[config.mk]
export PLATFORM = sky130hd
export DESIGN_NAME = sdram_port_arbiter
export DESIGN_NICKNAME = d
export VERILOG_FILES = /design/src/rtl/knn_mem_pkg.sv /design/src/rtl/sdram_tag_fifo.sv /design/src/rtl/sdram_port_arbiter.sv
export SDC_FILE = /design/constraint.sdc
export NUM_CORES = 1
export LEC_CHECK = 0
export ABC_CLOCK_PERIOD_IN_PS = 2100
export BUFFER_PORTS_ARGS = -buffer_cell sky130_fd_sc_hd__buf_2
export CORE_AREA = 3 3 82 84
export CTS_CLUSTER_DIAMETER = 50
export DETAILED_ROUTE_END_ITERATION = 10
export DIE_AREA = 0 0 85 87
export PLACE_DENSITY = 0.73
export REMOVE_ABC_BUFFERS = 1
export SKIP_CTS_REPAIR_TIMING = 1
export SLEW_MARGIN = 20
export SYNTH_ARGS = -nofsm -noshare
export SYNTH_HDL_FRONTEND = slang
export SYNTH_SLANG_ARGS = --single-unit
[constraint.sdc]
create_clock -name clk -period 2.1 [get_ports clk]
set_input_delay 0.105 -clock clk [delete_from_list [all_inputs] [get_ports clk]]
set_output_delay 0.105 -clock clk [all_outputs]
set_load 0.02 [all_outputs]
[src/rtl/knn_mem_pkg.sv]
// Shared definitions for the SDRAM port arbiter slice.
//   - arb_state_e : arbiter FSM state encoding
//   - REQ_*       : requester IDs carried in the read tag FIFO
//   - DEFAULT_*   : default outstanding-read depth and burst cap
package knn_mem_pkg;

    typedef enum logic [1:0] {
        StIdle   = 2'd0,
        StGrant0 = 2'd1,
        StGrant1 = 2'd2
    } arb_state_e;

    localparam logic REQ_LOADER  = 1'b0;
    localparam logic REQ_MEMCTRL = 1'b1;

    localparam int unsigned DEFAULT_MAX_PEND   = 4;
    localparam int unsigned DEFAULT_BURST_HOLD = 8;

endpackage

[src/rtl/sdram_tag_fifo.sv]
// In-order tag FIFO recording which requester issued each outstanding read.
// Ports:
//   clk, rst     : clock, asynchronous active-low reset (empties the FIFO)
//   push, push_id: enqueue requester ID
//   pop          : dequeue head (ignored when empty)
//   full, empty  : occupancy flags
//   head         : ID of the oldest outstanding read
module sdram_tag_fifo
    import knn_mem_pkg::*;
#(
    parameter int unsigned MAX_PEND = DEFAULT_MAX_PEND
) (
    input  logic clk,
    input  logic rst,
    input  logic push,
    input  logic push_id,
    input  logic pop,
    output logic full,
    output logic empty,
    output logic head
);

    // Extra MSB distinguishes full from empty; MAX_PEND is a power of two.
    localparam int unsigned PTR_W = $clog2(MAX_PEND) + 1;

    logic [PTR_W-1:0]    wptr_q, rptr_q;
    logic [MAX_PEND-1:0] mem_q;
    logic                do_push, do_pop;

    assign empty   = (wptr_q == rptr_q);
    assign full    = (wptr_q[PTR_W-1] != rptr_q[PTR_W-1]) &&
                     (wptr_q[PTR_W-2:0] == rptr_q[PTR_W-2:0]);
    assign do_pop  = pop & ~empty;
    // A pop frees a slot in the same cycle, so a push at full is legal then.
    assign do_push = push & (~full | do_pop);
    assign head    = mem_q[rptr_q[PTR_W-2:0]];

    always_ff @(posedge clk or negedge rst) begin
        if (!rst) begin
            wptr_q <= '0;
            rptr_q <= '0;
            mem_q  <= '0;
        end else begin
            if (do_push) begin
                mem_q[wptr_q[PTR_W-2:0]] <= push_id;
                wptr_q                   <= wptr_q + PTR_W'(1);
            end
            if (do_pop) begin
                rptr_q <= rptr_q + PTR_W'(1);
            end
        end
    end

endmodule

[src/rtl/sdram_port_arbiter.sv]
// Shares one SDRAM master port between the test-pattern loader (requester 0)
// and memory_control (requester 1). Round-robin grants with a burst cap;
// read responses are routed back in issue order via a tag FIFO.
// Ports:
//   clk, rst                 : clock, asynchronous active-low reset
//   r0_* / r1_*              : requester slave ports (read/write/address/data,
//                              waitrequest, readdata, readdatavalid)
//   m_*                      : SDRAM master port
//   busy                     : grant active or reads outstanding
//   err                      : sticky, response seen with no outstanding read
module sdram_port_arbiter
    import knn_mem_pkg::*;
#(
    parameter int unsigned W          = 16,
    parameter int unsigned ADDR_W     = 25,
    parameter int unsigned MAX_PEND   = DEFAULT_MAX_PEND,
    parameter int unsigned BURST_HOLD = DEFAULT_BURST_HOLD
) (
    input  logic              clk,
    input  logic              rst,
    input  logic              r0_read,
    input  logic              r0_write,
    input  logic [ADDR_W-1:0] r0_address,
    input  logic [W-1:0]      r0_writedata,
    output logic              r0_waitrequest,
    output logic [W-1:0]      r0_readdata,
    output logic              r0_readdatavalid,
    input  logic              r1_read,
    input  logic              r1_write,
    input  logic [ADDR_W-1:0] r1_address,
    input  logic [W-1:0]      r1_writedata,
    output logic              r1_waitrequest,
    output logic [W-1:0]      r1_readdata,
    output logic              r1_readdatavalid,
    output logic              m_read,
    output logic              m_write,
    output logic [ADDR_W-1:0] m_address,
    output logic [W-1:0]      m_writedata,
    input  logic              m_waitrequest,
    input  logic [W-1:0]      m_readdata,
    input  logic              m_readdatavalid,
    output logic              busy,
    output logic              err
);

    localparam int unsigned       HOLD_W   = $clog2(BURST_HOLD + 1);
    localparam logic [HOLD_W:0]   HOLD_CAP = (HOLD_W + 1)'(BURST_HOLD);
    localparam logic [HOLD_W-1:0] HOLD_SAT = HOLD_W'(BURST_HOLD);

    arb_state_e        state_q, state_d;
    logic              last_grant_q, last_grant_d;
    logic [HOLD_W-1:0] hold_q, hold_d;
    logic [HOLD_W:0]   hold_next;
    logic              err_q;

    logic              gnt_active, gnt_id;
    logic              cur_read, cur_write, oth_req, read_block, accept, cur_wait;
    logic              req0, req1;
    logic              fifo_full, fifo_empty, fifo_head;

    assign req0 = r0_read | r0_write;
    assign req1 = r1_read | r1_write;

    // Datapath mux and handshake
    always_comb begin
        gnt_active = (state_q != StIdle);
        gnt_id     = (state_q == StGrant1);
        cur_read   = gnt_id ? r1_read  : r0_read;
        cur_write  = gnt_id ? r1_write : r0_write;
        oth_req    = gnt_id ? req0 : req1;
        // Only a pure read stalls on a full tag FIFO; read+write forwards the write.
        read_block = fifo_full & cur_read & ~cur_write;

        m_write     = gnt_active & cur_write;
        m_read      = gnt_active & cur_read & ~cur_write & ~read_block;
        m_address   = '0;
        m_writedata = '0;
        if (gnt_active) begin
            m_address   = gnt_id ? r1_address   : r0_address;
            m_writedata = gnt_id ? r1_writedata : r0_writedata;
        end

        accept         = (m_read | m_write) & ~m_waitrequest;
        cur_wait       = m_waitrequest | read_block;
        r0_waitrequest = (state_q == StGrant0) ? cur_wait : 1'b1;
        r1_waitrequest = (state_q == StGrant1) ? cur_wait : 1'b1;
    end

    // Next-state: arbitration and burst cap
    always_comb begin
        state_d      = state_q;
        last_grant_d = last_grant_q;
        hold_d       = hold_q;
        hold_next    = {1'b0, hold_q} + (HOLD_W + 1)'(1);

        case (state_q)
            StIdle: begin
                if (req0 && req1) begin
                    state_d = (last_grant_q == REQ_MEMCTRL) ? StGrant0 : StGrant1;
                end else if (req0) begin
                    state_d = StGrant0;
                end else if (req1) begin
                    state_d = StGrant1;
                end
            end
            StGrant0, StGrant1: begin
                if (!(cur_read || cur_write)) begin
                    state_d      = StIdle;
                    last_grant_d = gnt_id;
                    hold_d       = '0;
                end else if (accept) begin
                    if (hold_next >= HOLD_CAP) begin
                        if (oth_req) begin
                            // Hand over on the accept edge, no idle bubble.
                            state_d      = gnt_id ? StGrant0 : StGrant1;
                            last_grant_d = gnt_id;
                            hold_d       = '0;
                        end else begin
                            hold_d = HOLD_SAT;
                        end
                    end else begin
                        hold_d = hold_next[HOLD_W-1:0];
                    end
                end
            end
            default: state_d = StIdle;
        endcase
    end

    always_ff @(posedge clk or negedge rst) begin
        if (!rst) begin
            state_q      <= StIdle;
            last_grant_q <= REQ_MEMCTRL;
            hold_q       <= '0;
            err_q        <= 1'b0;
        end else begin
            state_q      <= state_d;
            last_grant_q <= last_grant_d;
            hold_q       <= hold_d;
            if (m_readdatavalid && fifo_empty) begin
                err_q <= 1'b1;
            end
        end
    end

    sdram_tag_fifo #(
        .MAX_PEND (MAX_PEND)
    ) u_tag_fifo (
        .clk     (clk),
        .rst     (rst),
        .push    (accept & m_read),
        .push_id (gnt_id),
        .pop     (m_readdatavalid),
        .full    (fifo_full),
        .empty   (fifo_empty),
        .head    (fifo_head)
    );

    // Response routing: zero-latency, steered by the oldest tag
    assign r0_readdata      = m_readdata;
    assign r1_readdata      = m_readdata;
    assign r0_readdatavalid = m_readdatavalid & ~fifo_empty & (fifo_head == REQ_LOADER);
    assign r1_readdatavalid = m_readdatavalid & ~fifo_empty & (fifo_head == REQ_MEMCTRL);

    assign busy = gnt_active | ~fifo_empty;
    assign err  = err_q;

endmodule

After elaboration in Yosys (flattened, before gate mapping)

Index checks and enable logic that the tools add are counted.

Output and inout bits: 81
Word-level logic and storage cells: 93
Register bits: 18
Bits of input ports: 106

Multiplexer cells: 32
Equal/unequal tests: 12
Reduce and logical (&&, ||, !) cells: 11
Bitwise logic cells: 24
$lt $le $gt $ge: 4
$add $sub $neg: 3

Operators with widths:

| operator            | count |
|---|---|
| $mux 25             | 2 |
| $mux 16             | 2 |
| $mux 2              | 9 |
| $mux 4              | 4 |
| $and 1x1->1         | 12 |
| $mux 1              | 11 |
| $ne 3x3->1 const B  | 3 |
| $reduce_and 4->1    | 2 |
| $add 3x1->3 const B | 2 |
| $lt 2x3->1 const B  | 2 |
| $not 1->1           | 6 |
| $or 1x1->1          | 6 |
| $add 4x1->5 const B | 1 |
| $ge 5x4->1 const B  | 1 |
| $bwmux 4            | 1 |
| $logic_and 1x1->1   | 4 |
| $ne 2x2->1 const B  | 2 |
| $ne 4x4->1 const B  | 1 |
| $pmux 2 s2          | 1 |
| $eq 3x3->1          | 1 |
| $bmux 1 s2          | 1 |
| $demux 1 s2         | 1 |
| $eq 2x1->1 const B  | 1 |
| $eq 2x2->1          | 1 |
| other kinds (9)     | 9 |

Logic depth before layout (Yosys ltp)

Word-level depth: 11
Depth in mapped cells: 7
Mapped depth without buffers: 7

Hierarchy

A second synthesis with hierarchy kept.

Cell total of the unflattened synthesis: 252
Area, all modules: 2154.6 um^2

By module, submodules not included:

| module             | cells an instance | sequential area each (um^2) | area an instance (um^2) | instances |
|---|---|---|---|---|
| sdram_port_arbiter | 207               | 201.4                       | 1537.7                  | 1 |
| sdram_tag_fifo     | 45                | 250.2                       | 616.8                   | 1 |

Least setup slack after synthesis

No wires, ideal clock.

Path kind: reg2reg
Start: reg state_q[0]
End: reg state_q[0]
Arrival time: 2165 ps
Cell stages (with the launch flop): 8
Setup time: 127 ps
Path buffers: 0
Path slack: -192 ps
Cell sequence: dfrtp_1 -> inv_1 -> ha_1 -> or3b_1 -> a32o_2 -> o311ai_4 -> a31o_4 -> mux2_1

Word-level cells in the longest chain between the ends: 10
Elaborated cells on any way between the ends: 30
Classes of those cells: eq/ne (6); mux (9); bitwise (10); reduce/logical (5)

RTL lines:

| element                                  | RTL line                                           | text |
|---|---|---|
| start: declaration                       | sdram_port_arbiter.sv:50                           | `arb_state_e state_q, state_d;` |
| start signal: assignment                 | sdram_port_arbiter.sv:132                          | `state_q <= StIdle;` |
| start signal: assignment                 | sdram_port_arbiter.sv:137                          | `state_q <= state_d;` |
| $eq 2x2->1 (*)                           | sdram_port_arbiter.sv:67                           | `gnt_id = (state_q == StGrant1);` |
| via gnt_id                               | sdram_port_arbiter.sv:56                           | `logic gnt_active, gnt_id;` |
| $mux 1 (on tied branches)                | sdram_port_arbiter.sv:68, sdram_port_arbiter.sv:69 |  |
| $and 1x1->1 or $not 1->1 (tied branches) | sdram_port_arbiter.sv:72, sdram_port_arbiter.sv:75 |  |
| $and 1x1->1                              | sdram_port_arbiter.sv:72                           | `read_block = fifo_full & cur_read & ~cur_write;` |
| $not 1->1                                | sdram_port_arbiter.sv:75                           | `m_read = gnt_active & cur_read & ~cur_write & ~read_block;` |
| $and 1x1->1                              | sdram_port_arbiter.sv:75                           |  |
| $or 1x1->1                               | sdram_port_arbiter.sv:83                           | `accept = (m_read \| m_write) & ~m_waitrequest;` |
| $and 1x1->1                              | sdram_port_arbiter.sv:83                           |  |
| $ne 3x3->1 (no source line)              | n/a                                                |  |
| $reduce_and 4->1 (no source line)        | n/a                                                |  |

The timed path passes the listed nets; every way through them passes the cells marked *. The select of a mux whose other input is x is not followed.
A chain may end at the register's enable or synchronous reset.

Final worst setup path

Start: reg state_q[1]
End: reg hold_q[0]

Word-level cells in the longest chain between the ends: 10
Elaborated cells on any way between the ends: 20
Classes of those cells: eq/ne (3); mux (3); bitwise (10); reduce/logical (4)

RTL lines:

| element                                  | RTL line                                           | text |
|---|---|---|
| $eq 2x2->1 (*)                           | sdram_port_arbiter.sv:67                           |  |
| via gnt_id                               | sdram_port_arbiter.sv:56                           |  |
| $mux 1 (on tied branches)                | sdram_port_arbiter.sv:68, sdram_port_arbiter.sv:69 |  |
| $and 1x1->1 or $not 1->1 (tied branches) | sdram_port_arbiter.sv:72, sdram_port_arbiter.sv:75 |  |
| $and 1x1->1                              | sdram_port_arbiter.sv:72                           |  |
| $not 1->1                                | sdram_port_arbiter.sv:75                           |  |
| $and 1x1->1                              | sdram_port_arbiter.sv:75                           |  |
| $or 1x1->1                               | sdram_port_arbiter.sv:83                           |  |
| $and 1x1->1                              | sdram_port_arbiter.sv:83                           |  |
| $ne 2x2->1 (no source line)              | n/a                                                |  |
| $reduce_and 2->1 (no source line)        | n/a                                                |  |
| end signal: assignment                   | sdram_port_arbiter.sv:139                          | `hold_q <= hold_d;` |
| end: declaration                         | sdram_port_arbiter.sv:52                           | `logic [HOLD_W-1:0] hold_q, hold_d;` |

The timed path passes the listed nets; every way through them passes the cells marked *.

==> results.sh <==
export IMPL_num_rows=28
export IMPL_crit_path_max_fanout=4
export IMPL_async_reset_ff_share_pct=100
export IMPL_fin_util_pct=47.7
export IMPL_synth_main_ff_cell="dfrtp_1"
export IMPL_rsz0062_at_grt="true"
export IMPL_crit_type="flip-flop to flip-flop"
export IMPL_synthDistinctLibCells=41
export IMPL_synth_top_area_share_pct=20.9
export IMPL_drt_pre_antenna_iters=4
export IMPL_ys_warn_count=0
export IMPL_fp_dieH_um=87
export IMPL_dpl_hpwl_um=5570
export IMPL_grt_pass1_wl_um=10400
export IMPL_fin_skew_ns=0.00316
export IMPL_grt_max_degree=50
export IMPL_cp_required_ns=2.24
export IMPL_die_area_um2=7400
export IMPL_port_buffers=138
export IMPL_viasPerCell=4.78
export IMPL_first_global_vias=2099
export IMPL_violations="setup timing"
export IMPL_power_total_uw=4310
export IMPL_wl_um=6720
export IMPL_wl_per_cell_um=15.4
export IMPL_grt_overflow=0
export IMPL_cts_tree="yes"
export IMPL_ys_seq_area_share_pct=21.5
export IMPL_yosys_top_cells_area="mux2i_1 (21%), dfrtp_1 (20%), buf_4 (11%)"
export IMPL_powerDensity_nw_per_um2=1510
export IMPL_synth_seq_cells=18
export IMPL_fin_nets=481
export IMPL_end_kind="flip-flop"
export IMPL_ir_worst_vdd_mv=0.933
export IMPL_final_common_cell="buf_2"
export IMPL_synth_area_per_cell_um2=8.52
export IMPL_period_share_pct=105
export IMPL_status="finished, violations left"
export IMPL_grt_usage_pct=17.3
export IMPL_start_kind="flip-flop"
export IMPL_ant_nets=0
export IMPL_clk_latency_ns=0.25
export IMPL_antenna_found_initial=0
export IMPL_core_area_um2=5990
export IMPL_vias=2095
export IMPL_die_w_um=85
export IMPL_root_buffer="clkbuf_8"
export IMPL_tightest_slew_ns=0.418
export IMPL_post_place_ws_ns=-0.0633
export IMPL_worst_slack_ns=-0.0972
export IMPL_htreeDepth=1
export IMPL_clk_pin_slew_worst_paths_ns=0.07
export IMPL_syn_inst=247
export IMPL_layout_common_cells="buf_2 (137), nor2_1 (51), mux2i_1 (44), dfrtp_1 (17), nand2_1 (15)"
export IMPL_drt_initial_drc_count=120
export IMPL_maxSlewHeadroom_pct=72.1
export IMPL_start_util_pct=35.1
export IMPL_synth_edf_count=0
export IMPL_slew_viol_final=0
export IMPL_clock_path_buffers=2
export IMPL_antenna_diode_count=0
export IMPL_yosysTopAreaCell="mux2i_1"
export IMPL_fmax_ghz=0.455
export IMPL_final_min_clock_period_ns=2.20
export IMPL_drive_gt1_share_pct=50.1
export IMPL_power_leakage_uw=0.00154
export IMPL_timing_hold_violations_final=0
export IMPL_cts_sinks=18
export IMPL_syn_area_um2=2100
export IMPL_setup_viol_count_final=12
export IMPL_cp_arrival_ns=2.34
export IMPL_io_pins=187
export IMPL_max_cap_violations=0
export IMPL_cts_buffers=3
export IMPL_routabilityCongestion=0.850
export IMPL_hold_path_class="input pin to flip-flop"
export IMPL_layout_area_overhead_vs_synth_pct=35.7
export IMPL_drc=0
## sequential cells by signal, indices dropped and copies added, names as in the netlist
| register | flops |
|---|---|
| state_q | 2 |
| last_grant_q | 1 |
| hold_q | 4 |
| u_tag_fifo.wptr_q | 3 |
| u_tag_fifo.rptr_q | 3 |
| u_tag_fifo.mem_q | 4 |
| err | 1 |
## stage by stage
| stage | area [um2] | std cells | hold slack (ns) | setup TNS [ns] |
|---|---|---|---|---|
| finish | 2860 | 438 | 0.0973 | -0.722 |
| global route | 2860 | 438 | 0.103 | -2.01 |
| CTS | 2770 | 435 | -0.217 | -7.85 |
| detailed placement | 2710 | 431 | 0.0601 | -0.231 |
| global placement | 2710 | 431 | 0.0575 | -0.156 |
| floorplan | 1820 | 204 | -0.191 | -54.62 |
## synthesized netlist by cell type (2+ instances only)
master     n
o21ai_0    4
mux2i_1   44
nand3_1    3
nor2_1    52
ha_1      11
clkbuf_1   6
nor3_1     4
a31oi_1    2
inv_1      4
and3_1     3
mux2_4     3
mux2_1     2
or2_2      2
a21oi_1    5
buf_2      4
o211ai_1   2
buf_4     32
mux2_2     5
dfrtp_1   17
nand2_1   15
xnor2_1    7
## layout make-up
class | instances | area, um2
inverters | 4 | 15.0
multi-input cells | 182 | 1390
flip-flops and latches | 18 | 452
well taps | 75 | 93.8
clock buffers | 4 | 55.1
fillers | 586 | 3130
repair buffers | 155 | 853
## worst paths after layout
check / start / to / slack (ns) / depth (start not counted)
max reg2reg: state_q[1] / hold_q[0] / -0.1 / 7
min in group asynchronous: rst / u_tag_fifo.rptr_q[0] / 0.31 / 2
max: state_q[1] / hold_q[0] / -0.1 / 7
min: m_readdatavalid / err / 0.1 / 2
max in group asynchronous: rst / last_grant_q / 1.46 / 2
min reg2reg: err / err / 0.46 / 1
## cells by family (layout without fill, tap and decap cells)
group,after synthesis,count (layout),synth area share (%)
buffers and inverters,47,163,14.3
muxes,55,55,27.9
AOI/OAI and AO/OA,20,20,7.61
DFF,18,18,21.5
adders and majority gates,11,11,6.54
xor gates and xnor gates,8,8,3.33
and+or+nand+nor,88,88,18.8
## worst max-delay path, cell delays in order, from the launching register on
cell and delay [ns]:
dfrtp_1 0.41, ha_4 0.18, or3b_4 0.37, a32o_2 0.26, o311ai_4 0.34, buf_6 0.16
nand2_4 0.07, mux2_4 0.30
## power breakdown
group / internal (uW) / switching [uW]
combinational: 1470 / 1890
sequential: 505 / 156
clock: 167 / 121
total: 2140 / 2170
## routing by layer
metal / global-route usage [%] / wire length (um)
met5: 3.50 / 0
met4: 3.17 / 84
met1: 21.3 / 2780
met3: 9.18 / 929
met2: 26.8 / 2930
(Power assumes the default switching activity.)
